File: config.mk
export PLATFORM = sky130hd
export DESIGN_NAME = mem_stage
export DESIGN_NICKNAME = d
export VERILOG_FILES = /design/src/rtl/mem_stage.sv
export SDC_FILE = /design/constraint.sdc
export NUM_CORES = 1
export LEC_CHECK = 0
export CAP_MARGIN = 0
export CORE_ASPECT_RATIO = 1.75
export CORE_MARGIN = 4
export CORE_UTILIZATION = 43
export CTS_CLUSTER_DIAMETER = 120
export DETAILED_ROUTE_END_ITERATION = 6
export PLACE_DENSITY = 0.9
export SLEW_MARGIN = 20
export SYNTH_ARGS = -nofsm -noshare
export SYNTH_HDL_FRONTEND = slang
export SYNTH_SLANG_ARGS = --single-unit
File: constraint.sdc
create_clock -name clk -period 2.3 [get_ports clk]
set_input_delay 0.46 -clock clk [delete_from_list [all_inputs] [get_ports clk]]
set_output_delay 0.46 -clock clk [all_outputs]
set_load 0.02 [all_outputs]
File: src/rtl/mem_stage.sv
// Memory pipeline stage: M register, data-memory handshake with wait states,
// misalignment detection, writeback selection and a saturating stall counter.
module mem_stage #(
  parameter int CNT_W = 16
) (
  input  logic             clk,
  input  logic             rst,
  input  logic             valid_E,
  input  logic [31:0]      pc_E,
  input  logic [31:0]      alu_E,
  input  logic [31:0]      sdata_E,
  input  logic [4:0]       rd_E,
  input  logic             rf_en_E,
  input  logic             mem_rd_E,
  input  logic             mem_wr_E,
  input  logic [1:0]       wb_sel_E,
  output logic             dmem_req,
  output logic             dmem_we,
  output logic [31:0]      dmem_addr,
  output logic [31:0]      dmem_wdata,
  input  logic             dmem_ack,
  input  logic [31:0]      dmem_rdata,
  output logic [4:0]       rd_M,
  output logic             rf_en_M,
  output logic             stall_M,
  output logic             wb_en,
  output logic [4:0]       wb_rd,
  output logic [31:0]      wb_data,
  output logic             misalign,
  output logic [CNT_W-1:0] stall_cnt
);

  localparam logic [0:0] IDLE = 1'b0;
  localparam logic [0:0] WAIT = 1'b1;

  logic [0:0]       state_r;
  logic [0:0]       next_state_s;
  logic             valid_r;
  logic [31:0]      pc_r;
  logic [31:0]      alu_r;
  logic [31:0]      sdata_r;
  logic [4:0]       rd_r;
  logic             rf_en_r;
  logic             mem_rd_r;
  logic             mem_wr_r;
  logic [1:0]       wb_sel_r;
  logic [CNT_W-1:0] stall_cnt_r;
  logic             mem_acc_s;
  logic             mem_op_s;
  logic             misalign_s;
  logic             stall_s;
  logic             rf_en_m_s;
  logic [31:0]      wb_data_s;

  // Request depends only on the M contents, so a zero-wait memory completes
  // in the first M cycle and the request never gaps before the acknowledge.
  assign mem_acc_s  = valid_r & (mem_rd_r | mem_wr_r);
  assign mem_op_s   = mem_acc_s & (alu_r[1:0] == 2'b00);
  assign misalign_s = mem_acc_s & (alu_r[1:0] != 2'b00);
  assign stall_s    = mem_op_s & ~dmem_ack;
  assign rf_en_m_s  = valid_r & rf_en_r & ~misalign_s;

  assign dmem_req   = mem_op_s;
  assign dmem_we    = mem_wr_r;
  assign dmem_addr  = alu_r;
  assign dmem_wdata = sdata_r;
  assign rd_M       = rd_r;
  assign rf_en_M    = rf_en_m_s;
  assign stall_M    = stall_s;
  assign wb_en      = rf_en_m_s & ~stall_s & (rd_r != 5'd0);
  assign wb_rd      = rd_r;
  assign wb_data    = wb_data_s;
  assign misalign   = misalign_s;
  assign stall_cnt  = stall_cnt_r;

  // Next-state logic for the request-tracking FSM.
  always_comb begin
    next_state_s = state_r;
    case (state_r)
      IDLE: begin
        if (mem_op_s && !dmem_ack) next_state_s = WAIT;
        else                       next_state_s = IDLE;
      end
      WAIT: begin
        if (dmem_ack) next_state_s = IDLE;
        else          next_state_s = WAIT;
      end
      default: next_state_s = IDLE;
    endcase
  end

  // Writeback source select; the reserved encoding falls back to the ALU result.
  always_comb begin
    wb_data_s = alu_r;
    case (wb_sel_r)
      2'd0:    wb_data_s = alu_r;
      2'd1:    wb_data_s = dmem_rdata;
      2'd2:    wb_data_s = pc_r + 32'd4;
      2'd3:    wb_data_s = alu_r;
      default: wb_data_s = alu_r;
    endcase
  end

  // M pipeline register: loads from Execute unless the stage is stalled.
  always_ff @(posedge clk or negedge rst) begin
    if (!rst) begin
      valid_r  <= 1'b0;
      pc_r     <= 32'd0;
      alu_r    <= 32'd0;
      sdata_r  <= 32'd0;
      rd_r     <= 5'd0;
      rf_en_r  <= 1'b0;
      mem_rd_r <= 1'b0;
      mem_wr_r <= 1'b0;
      wb_sel_r <= 2'd0;
    end else if (!stall_s) begin
      valid_r  <= valid_E;
      pc_r     <= pc_E;
      alu_r    <= alu_E;
      sdata_r  <= sdata_E;
      rd_r     <= rd_E;
      rf_en_r  <= rf_en_E;
      mem_rd_r <= mem_rd_E;
      mem_wr_r <= mem_wr_E;
      wb_sel_r <= wb_sel_E;
    end
  end

  // FSM state register; reset abandons any outstanding request.
  always_ff @(posedge clk or negedge rst) begin
    if (!rst) state_r <= IDLE;
    else      state_r <= next_state_s;
  end

  // Saturating count of stalled cycles.
  always_ff @(posedge clk or negedge rst) begin
    if (!rst) begin
      stall_cnt_r <= {CNT_W{1'b0}};
    end else if (stall_s && (stall_cnt_r != {CNT_W{1'b1}})) begin
      stall_cnt_r <= stall_cnt_r + {{(CNT_W-1){1'b0}}, 1'b1};
    end
  end

endmodule
==> results.json, run 1 <==
{
  "status": "finished with violations",
  "violations": "setup timing",
  "cpMaxStageDelayCell": "or4_4",
  "drt_iter0_drc": 373,
  "clkSinkCount": 123,
  "crit_required_ns": 1.84,
  "finalPower_w": 0.00730,
  "worst_pin_slew_ns": 0.745,
  "cts-buffers-inserted": 17,
  "htree_num_levels": 4,
  "ir_drop_mv": 0.670,
  "synth_mux_area_frac": 0.00368,
  "clock_path_buffers": 2,
  "seq_area_frac_synth": 0.503,
  "setup_violations": 27,
  "syn-num-nets": 879,
  "synth_area_leader_cell": "dfrtp_1",
  "via_per_inst": 5.39,
  "drtAntennaViolNets": 0,
  "nets": 1199,
  "seqPwrFrac": 0.342,
  "intPower_w": 0.00527,
  "synth_edf_count": 0,
  "critPathTopFamily": "simple AND/OR/NAND/NOR gates",
  "cts_tree": "yes",
  "r2r-start": "dmem_we",
  "io-pin-count": 270,
  "cts_hold_buf": 0,
  "wire_per_inst_um": 19.6,
  "core-area_um2": 13900,
  "syn_area_um2": 6110,
  "worst_slack_ns": -0.482,
  "drc_errors": 0,
  "place.detailed.hpwl_um": 16600,
  "routed_wl_um": 24300,
  "drive_above_1_share": 0.206,
  "crit_start": "pc_r[13]",
  "startpoint_type": "register",
  "insertion_delay_ns": 0.40,
  "synthArstFlopShare": 1.00,
  "vias": 6694,
  "fin_crit_sh": 1.21,
  "synth_compound_gate_area_share": 0.0870,
  "relSlewSlack": 0.503,
  "chipWidth_um": 98.1,
  "grt_pass1_wl_um": 37500,
  "clk_pin_slew_ns": 0.06,
  "die-area_um2": 16300,
  "path_class": "reg -> out",
  "pwr-share-clk": 0.414,
  "netlist_instances": 733,
  "cts_root_buf": "clkbuf_16",
  "p_per_area_nw_per_um2": 690,
  "crit_path_end_kind": "output pin",
  "fmax_ghz": 0.359,
  "p_leak_nw": 4.88,
  "antenna_found_initial": 1,
  "gp_congestion": 0.915,
  "synth-adder-area-share": 0.00819,
  "ys_ff_latch": 123,
  "p_switching_w": 0.00204,
  "synth_xor_area_frac": 0.0487,
  "start_util": 0.440,
  "slowest_delay_ns": 0.66,
  "synthTopCellsByArea": "dfrtp_1, nand2_1, xnor2_1",
  "yosys-top-cells-count": "nand2_1, dfrtp_1, clkbuf_1, xnor2_1",
  "chipHeight_um": 166,
  "cp.arrival_ns": 2.32,
  "crit_buf_inv": 1,
  "drv_slew": 0,
  "skew_ns": 0.0137,
  "synthFlopType": "dfrtp_1",
  "grt_pass1_vias": 7224,
  "io_buffers": 269,
  "place_ws_ns": -0.485,
  "switching_share": 0.279,
  "yosys.cell_count.top_type": "nand2_1",
  "rsz0062_at_grt": "yes",
  "synth_cell_type_count": 48,
  "hold_viol": 0,
  "worst_hold_slack_ns": 0.0288,
  "drtPass1Iterations": 5,
  "hp-class": "in -> async",
  "cp_max_fo": 5,
  "power_frac_comb": 0.244,
  "fin_crit_ns": 2.78,
  "grt_max_degree": 100,
  "rows": 57,
  "yosysWarnings": 0,
  "cap_violations": 0,
  "crit_path_cell_trace": "nand4_4 -> or4_4 -> o31a_1 -> o21ai_2 -> a21oi_2 -> buf_2",
  "gr-usage-all-layers": 0.293,
  "synth.top_cell.area_share": 0.503,
  "syn_area_per_cell_um2": 8.34,
  "gr-total-overflow": 0,
  "synth_top_family_by_area": "simple AND/OR/NAND/NOR gates",
  "yosys.area_share.simple": 0.305,
  "area_growth_pct": 73.1
}
[final timing paths]
path	to	slack [ns]	depth (start not counted)
hold / removal	stall_cnt[4]	0.03	1
max in group asynchronous	dmem_addr[1]	1.65	2
setup / recovery	wb_data[26]	-0.48	6
setup reg to reg	stall_cnt[1]	0.05	8
hold reg to reg	dmem_wdata[15]	0.46	2
min in group clk	dmem_wdata[15]	0.46	2
[worst register-to-register path, delay by kind of cell, from the launching register on]
kind	cells	cell delay, ns
AND/OR/NAND/NOR	1	0.47
AO/OA/AOI/OAI	2	0.31
buffers and inverters	4	0.65
flip-flops	1	0.40
multiplexers	1	0.33
[cells in the final DEF, fill, tap and decap left out, types with 4 or more instances in the layout]
master and instances:
a21oi_1 12, a21oi_2 4, a22oi_1 5, a31oi_1 4, and2_1 4, and3_1 8, and4_1 4, buf_12 6
buf_2 5, buf_4 83, buf_6 18, bufinv_16 6, clkbuf_16 17, clkdlybuf4s50_1 231, clkinvlp_4 4, dfrtp_1 122
inv_1 11, nand2_1 348, nand3_1 9, nand3_2 4, nand4_1 11, nor2_1 4, nor2_4 5, nor2b_1 5
nor3_4 5, nor4_4 4, o21ai_0 9, o21ai_1 8, o221ai_1 7, o221ai_2 7, or4_4 4, xnor2_1 16
xnor2_2 10, xor2_1 6
[through the flow]
step	util	setup TNS, ns	cells	instance area (um2)
final	0.761	-8.35	1243	10600
after global routing	0.761	-10.66	1243	10600
after CTS	0.741	-6.79	1228	10300
after detailed placement	0.672	-10.34	1190	9350
after global placement	0.672	-8.34	1190	9350
after floorplan	-	0	733	6120
[per-layer routing]
metal  track usage  vias up  share of wire
li1              -     3049              -
met1         0.303     3192           0.33
met2         0.535      354           0.54
met3        0.0652       99          0.069
met4         0.163        0          0.061
met5             0        -              0
[area by class of cell]
cell class / instances / area, um2
Clock buffer: 19 / 443
Antenna cell: 1 / 2.50
Fill cell: 915 / 3320
Sequential cell: 123 / 3080
Inverter: 13 / 50.0
Multi-Input combinational cell: 549 / 3200
Tap cell: 177 / 221
Timing Repair Buffer: 349 / 3360
Clock inverter: 12 / 220
[logic make-up after synthesis]
family / Yosys count
AND/OR/NAND/NOR: 433
flip-flops: 123
AO/OA/AOI/OAI: 75
buffers and inverters: 62
XOR/XNOR: 34
adder cells (fa/ha/maj): 4
multiplexers: 2
[flip-flops by register name, summed over array words and instances (netlist names)]
register,cells
dmem_addr,32
dmem_wdata,32
pc_r,32
stall_cnt,16
rd_M,5
wb_sel_r,2
dmem_we,1
mem_rd_r,1
rf_en_r,1
valid_r,1
[power by group through the flow]
| stage | sequential [W] | combinational, W | clock, W |
|---|---|---|---|
| final | 0.00250 | 0.00178 | 0.00302 |
| after global routing | 0.00252 | 0.00190 | 0.00315 |
| after CTS | 0.00249 | 0.00171 | 0.00303 |
| after detailed placement | 0.00251 | 0.00169 | 0 |
| after global placement | 0.00250 | 0.00166 | 0 |
| after floorplan | 0.00266 | 0.000561 | 0 |
[repair_timing]
action | CTS | global route
resized for setup | 241 | 44
cloned | 2 | 0
setup endpoints to repair | 36 | 38
setup buffers | 5 | 14
pin swaps | 46 | 34
No activity file was read; power rests on OpenSTA's default activity.
==> inputs of run 2 (changes only) <==
- MAX_ROUTING_LAYER: not set -> met4
- clock period: 2.3 -> 2.58 ns (I/O delays scaled with it)
==> run 2 against run 1 <==
Compared with the run above:
- the flow still finishes with violations (setup timing)
- core utilization is 3.1 points lower
- sequential cell count is the same
- die area unchanged
- cell area is 4.1% lower
- largest power group unchanged
==> results.json, run 2 (synthesized netlist as in run 1, its figures left out) <==
{
  "status": "finished with violations",
  "violations": "setup timing",
  "r2r-start": "dmem_addr[0]",
  "area_growth_pct": 66.1,
  "io-pin-count": 270,
  "switching_share": 0.300,
  "crit_path_end_kind": "output pin",
  "clk_pin_slew_ns": 0.06,
  "hold_viol": 0,
  "drv_slew": 0,
  "fin_crit_ns": 2.80,
  "intPower_w": 0.00422,
  "layout_common_cells": "nand2_1, clkdlybuf4s50_1, dfrtp_1, buf_4, xnor2_1",
  "insertion_delay_ns": 0.41,
  "rsz0062_at_grt": "yes",
  "cp_max_fo": 5,
  "cp.arrival_ns": 2.28,
  "fill_cells": 1013,
  "final_common_cell": "nand2_1",
  "worst_slack_ns": -0.220,
  "cap_violations": 0,
  "drive_above_1_share": 0.172,
  "r2r_end": "stall_cnt[10]",
  "drc_errors": 0,
  "setup_violations": 16,
  "gr-usage-all-layers": 0.276,
  "p_per_area_nw_per_um2": 595,
  "drtPass1Iterations": 5,
  "cpMaxStageDelayCell": "or4_4",
  "fmax_ghz": 0.357,
  "grt_max_degree": 100,
  "core-area_um2": 13900,
  "cts_root_buf": "clkbuf_16",
  "routed_wl_um": 23000,
  "grt_pass1_vias": 6542,
  "crit_path_cell_trace": "nand3_4 -> or4_4 -> buf_6 -> nor4_4 -> o21ai_1 -> a21oi_1 -> buf_4",
  "via_per_inst": 5.31,
  "cts-buffers-inserted": 17,
  "antenna_found_initial": 3,
  "worst_pin_slew_ns": 0.769,
  "cts_tree": "yes",
  "clkSinkCount": 123,
  "postLayoutCellArea_um2": 10200,
  "finalPower_w": 0.00604,
  "vias": 6526,
  "seqPwrFrac": 0.369,
  "skew_ns": 0.0122,
  "post_dp_cell_area_um2": 9280,
  "path_class": "reg -> out",
  "startpoint_type": "register",
  "hp-class": "in -> async",
  "cts_hold_buf": 0,
  "grt_pass1_wl_um": 34400,
  "p_leak_nw": 4.68,
  "wire_per_inst_um": 18.7,
  "r2r_setup_slack_ns": 0.38,
  "drt_iter0_drc": 394,
  "chipHeight_um": 166,
  "slowest_delay_ns": 0.63,
  "crit_buf_inv": 2,
  "reg2regPathDepth": 5,
  "start_util": 0.440,
  "critPathTopFamily": "simple AND/OR/NAND/NOR gates",
  "crit_start": "pc_r[8]",
  "nets": 1183,
  "multi_input_comb_area_um2": 3070,
  "place.detailed.hpwl_um": 16100,
  "clock_path_buffers": 2,
  "die-area_um2": 16300,
  "io_buffers": 269,
  "p_switching_w": 0.00181,
  "fin_crit_sh": 1.09,
  "ff_latch_area_um2": 3080,
  "ir_drop_mv": 0.490,
  "crit_required_ns": 2.06,
  "htree_num_levels": 4,
  "gp_congestion": 0.928,
  "pwr-share-clk": 0.381,
  "power_frac_comb": 0.250,
  "gr-total-overflow": 0,
  "rows": 57,
  "relSlewSlack": 0.487,
  "chipWidth_um": 98.1,
  "drtAntennaViolNets": 0
}
## run 2: cell types whose count changed in the layout (fill, tap and decap cells not counted), sizes merged, moves of 2 or more
cell           change
clkdlybuf4s50      +2
clkinv             +2
clkbuf             +7
inv                +3
bufinv             -5
dlygate4sd2        +2
buf               -27
diode              +2
## run 2: per-layer routing
metal / vias to the layer above / wire length [um] / track usage
met5: - / 0 / -
met4: 0 / 1140 / 0.140
met3: 69 / 1750 / 0.0551
met2: 325 / 12300 / 0.482
met1: 3105 / 7790 / 0.292
li1: 3027 / - / -
## run 2: area by class of cell
cell class / instances / share of cell area
clock buffers: 20 / 0.0460
flip-flops and latches: 123 / 0.303
multi-input cells: 550 / 0.302
well taps: 177 / 0.0218
inverters: 13 / 0.00493
diodes: 3 / 0.000739
repair buffers: 332 / 0.310
clock inverters: 12 / 0.0112
## run 2: timing repair
item / CTS / global route
setup buffers: 4 / 6
pin swaps: 20 / 35
gates cloned: 1 / 1
resized for setup: 148 / 69
endpoints found under the setup margin: 35 / 31
hold endpoints to repair: 0 / 0
## run 2: worst max-delay path by stage
stage | end | slack, ns | cells after the start
after floorplan | wb_data[22] | 0.14 | 6
after global placement | wb_data[27] | -0.21 | 7
after detailed placement | wb_data[22] | -0.22 | 6
after CTS | wb_data[23] | -0.22 | 7
after global routing | wb_data[20] | -0.28 | 7
final | wb_data[22] | -0.22 | 7
## run 2: power by group through the flow
| stage | registers [W] | clock network, W | logic (W) |
|---|---|---|---|
| 6_report | 0.00223 | 0.00230 | 0.00151 |
| 5_1_grt | 0.00225 | 0.00242 | 0.00161 |
| 4_1_cts | 0.00222 | 0.00233 | 0.00146 |
| 3_5_place_dp | 0.00225 | 0 | 0.00149 |
| 3_3_place_gp | 0.00224 | 0 | 0.00146 |
| 2_1_floorplan | 0.00237 | 0 | 0.000496 |
## run 2: stage by stage
step | setup WS, ns | hold WS [ns] | TNS (ns) | util | cells
floorplan | 0.137 | 0.220 | 0 | - | 733
global placement | -0.205 | 0.448 | -2.27 | 0.667 | 1184
detailed placement | -0.219 | 0.455 | -3.00 | 0.667 | 1184
CTS | -0.219 | 0.124 | -2.03 | 0.713 | 1221
global route | -0.281 | 0.148 | -3.69 | 0.730 | 1230
finish | -0.220 | 0.115 | -2.22 | 0.730 | 1230
## run 2: worst register-to-register path, stage by stage (launching register included)
cell	delay, ns
dfrtp_1	0.46
or4_4	0.61
buf_4	0.31
a211oi_1	0.41
nand4_1	0.16
xnor2_1	0.14
==> inputs of run 3 (changes only) <==
- CORE_MARGIN: 4 -> 5
==> run 3 against run 2 <==
Compared with the run above:
- the flow still finishes with violations (setup timing)
- non-clock buffer count rose by 3
- sequential power about the same
- clock skew up 0.0034 ns
- worst hold slack better by 0.057 ns
- first-iteration DRC count shrank 21%
- core utilization increased by 0.054 points
==> results.json, run 3 (synthesized netlist as in run 1, its figures left out) <==
{
  "skew_ns": 0.0155,
  "r2r_end": "stall_cnt[13]",
  "chipHeight_um": 168,
  "fmax_ghz": 0.345,
  "gr-max-usage-layer": "met2",
  "fin_crit_ns": 2.90,
  "r2r_setup_slack_ns": 0.34,
  "wire_per_inst_um": 18.3,
  "grt_pass1_wl_um": 33400,
  "area_growth_pct": 66.2,
  "seqPwrFrac": 0.357,
  "hp-class": "in -> async",
  "vias": 6418,
  "final_common_cell": "nand2_1",
  "grt_use_met3": 0.0508,
  "gr-usage-all-layers": 0.261,
  "ir_drop_mv": 0.452,
  "drc_errors": 0,
  "io-pin-count": 270,
  "cap_violations": 0,
  "p_leak_nw": 4.72,
  "intPower_w": 0.00442,
  "die-area_um2": 16800,
  "core-area_um2": 13900,
  "via_per_inst": 5.22,
  "io_buffers": 269,
  "status": "finished with violations",
  "rows": 57,
  "insertion_delay_ns": 0.41,
  "start_util": 0.440,
  "rsz0062_at_grt": "yes",
  "relSlewSlack": 0.532,
  "grt_pass1_vias": 6490,
  "grt_util_met2": 0.455,
  "drive_above_1_share": 0.166,
  "crit_path_end_kind": "output pin",
  "cp.arrival_ns": 2.39,
  "fin_crit_sh": 1.12,
  "nets": 1184,
  "htree_num_levels": 4,
  "worst_pin_slew_ns": 0.702,
  "worst_slack_ns": -0.322,
  "power_frac_comb": 0.239,
  "clock_path_buffers": 2,
  "drv_slew": 0,
  "drtPass1Iterations": 5,
  "startpoint_type": "register",
  "p_switching_w": 0.00179,
  "pwr-share-clk": 0.404,
  "reg2regPathDepth": 6,
  "place.detailed.hpwl_um": 16200,
  "switching_share": 0.288,
  "cts_root_buf": "clkbuf_16",
  "drt_iter0_drc": 311,
  "cts-buffers-inserted": 17,
  "violations": "setup timing",
  "clkSinkCount": 123,
  "chipWidth_um": 100,
  "r2r-start": "dmem_addr[0]",
  "cts_tree": "yes",
  "setup_violations": 19,
  "cp_max_fo": 5,
  "crit_required_ns": 2.06,
  "finish.utilization": 0.731,
  "antenna_found_initial": 2,
  "gp_congestion": 0.927,
  "clk_pin_slew_ns": 0.06,
  "worst_hold_slack_ns": 0.172,
  "layout_common_cells": "nand2_1, clkdlybuf4s50_1, dfrtp_1, buf_4, xnor2_1",
  "hold_viol": 0,
  "grtUsageMet1": 0.280,
  "grt_max_degree": 124,
  "gr-total-overflow": 0,
  "path_class": "reg -> out",
  "p_per_area_nw_per_um2": 612,
  "routed_wl_um": 22500,
  "drtAntennaViolNets": 0
}
==> run 3: layer usage <==
layer | wire length, um | part of all wire
met3 | 1340 | 0.059
met5 | 0 | 0
met4 | 1120 | 0.050
met1 | 8040 | 0.36
met2 | 12000 | 0.53
==> run 3: stage by stage <==
step                setup slack [ns]  cell area (um2)  TNS [ns]  instances  power (W)
floorplan                      0.137             6110         0        733    0.00286
global placement              -0.221             9260     -2.67       1183    0.00369
detailed placement            -0.249             9260     -3.67       1183    0.00372
CTS                           -0.276             9930     -2.38       1216    0.00621
global route                  -0.379            10200     -4.67       1229    0.00645
finish                        -0.322            10200     -3.21       1230    0.00621
==> run 3: power groups by stage <==
stage | combinational, W | sequential (W) | clock, W
after CTS | 0.00145 | 0.00221 | 0.00254
after floorplan | 0.000496 | 0.00237 | 0
after detailed placement | 0.00148 | 0.00224 | 0
after global placement | 0.00146 | 0.00223 | 0
final | 0.00148 | 0.00222 | 0.00251
after global routing | 0.00158 | 0.00224 | 0.00264
==> run 3: worst max path at each step <==
stage | startpoint | to | slack [ns] | depth (start not counted)
after floorplan | pc_r[12] | wb_data[22] | 0.14 | 6
after global placement | pc_r[7] | wb_data[23] | -0.22 | 7
after detailed placement | pc_r[7] | wb_data[27] | -0.25 | 7
after CTS | pc_r[13] | wb_data[26] | -0.28 | 6
after global routing | pc_r[15] | wb_data[21] | -0.38 | 8
final | pc_r[15] | wb_data[21] | -0.32 | 8
==> run 3: repair_timing <==
item / in CTS / in global routing
pin swaps: 6 / 34
gates resized for setup: 137 / 68
setup buffers: 2 / 10
endpoints found under the setup margin: 35 / 31
hold buffers: 0 / 0
cloned: 0 / 1
==> run 3: layout make-up <==
class	count	area (um2)
fillers	1022	3750
diodes	3	7.51
multi-input cells	548	2980
flip-flops and latches	123	3080
repair buffers	335	3200
inverters	13	50.0
well taps	177	221
clock inverters	14	195
clock buffers	17	425
==> run 3: critical path, cell delays in order (launching register included) <==
cell and delay [ns]:
dfrtp_1 0.38, nand4_2 0.12, or4_4 0.57, buf_12 0.16, buf_6 0.11, nand3b_1 0.16
xor2_1 0.16, o221ai_2 0.17, buf_6 0.15
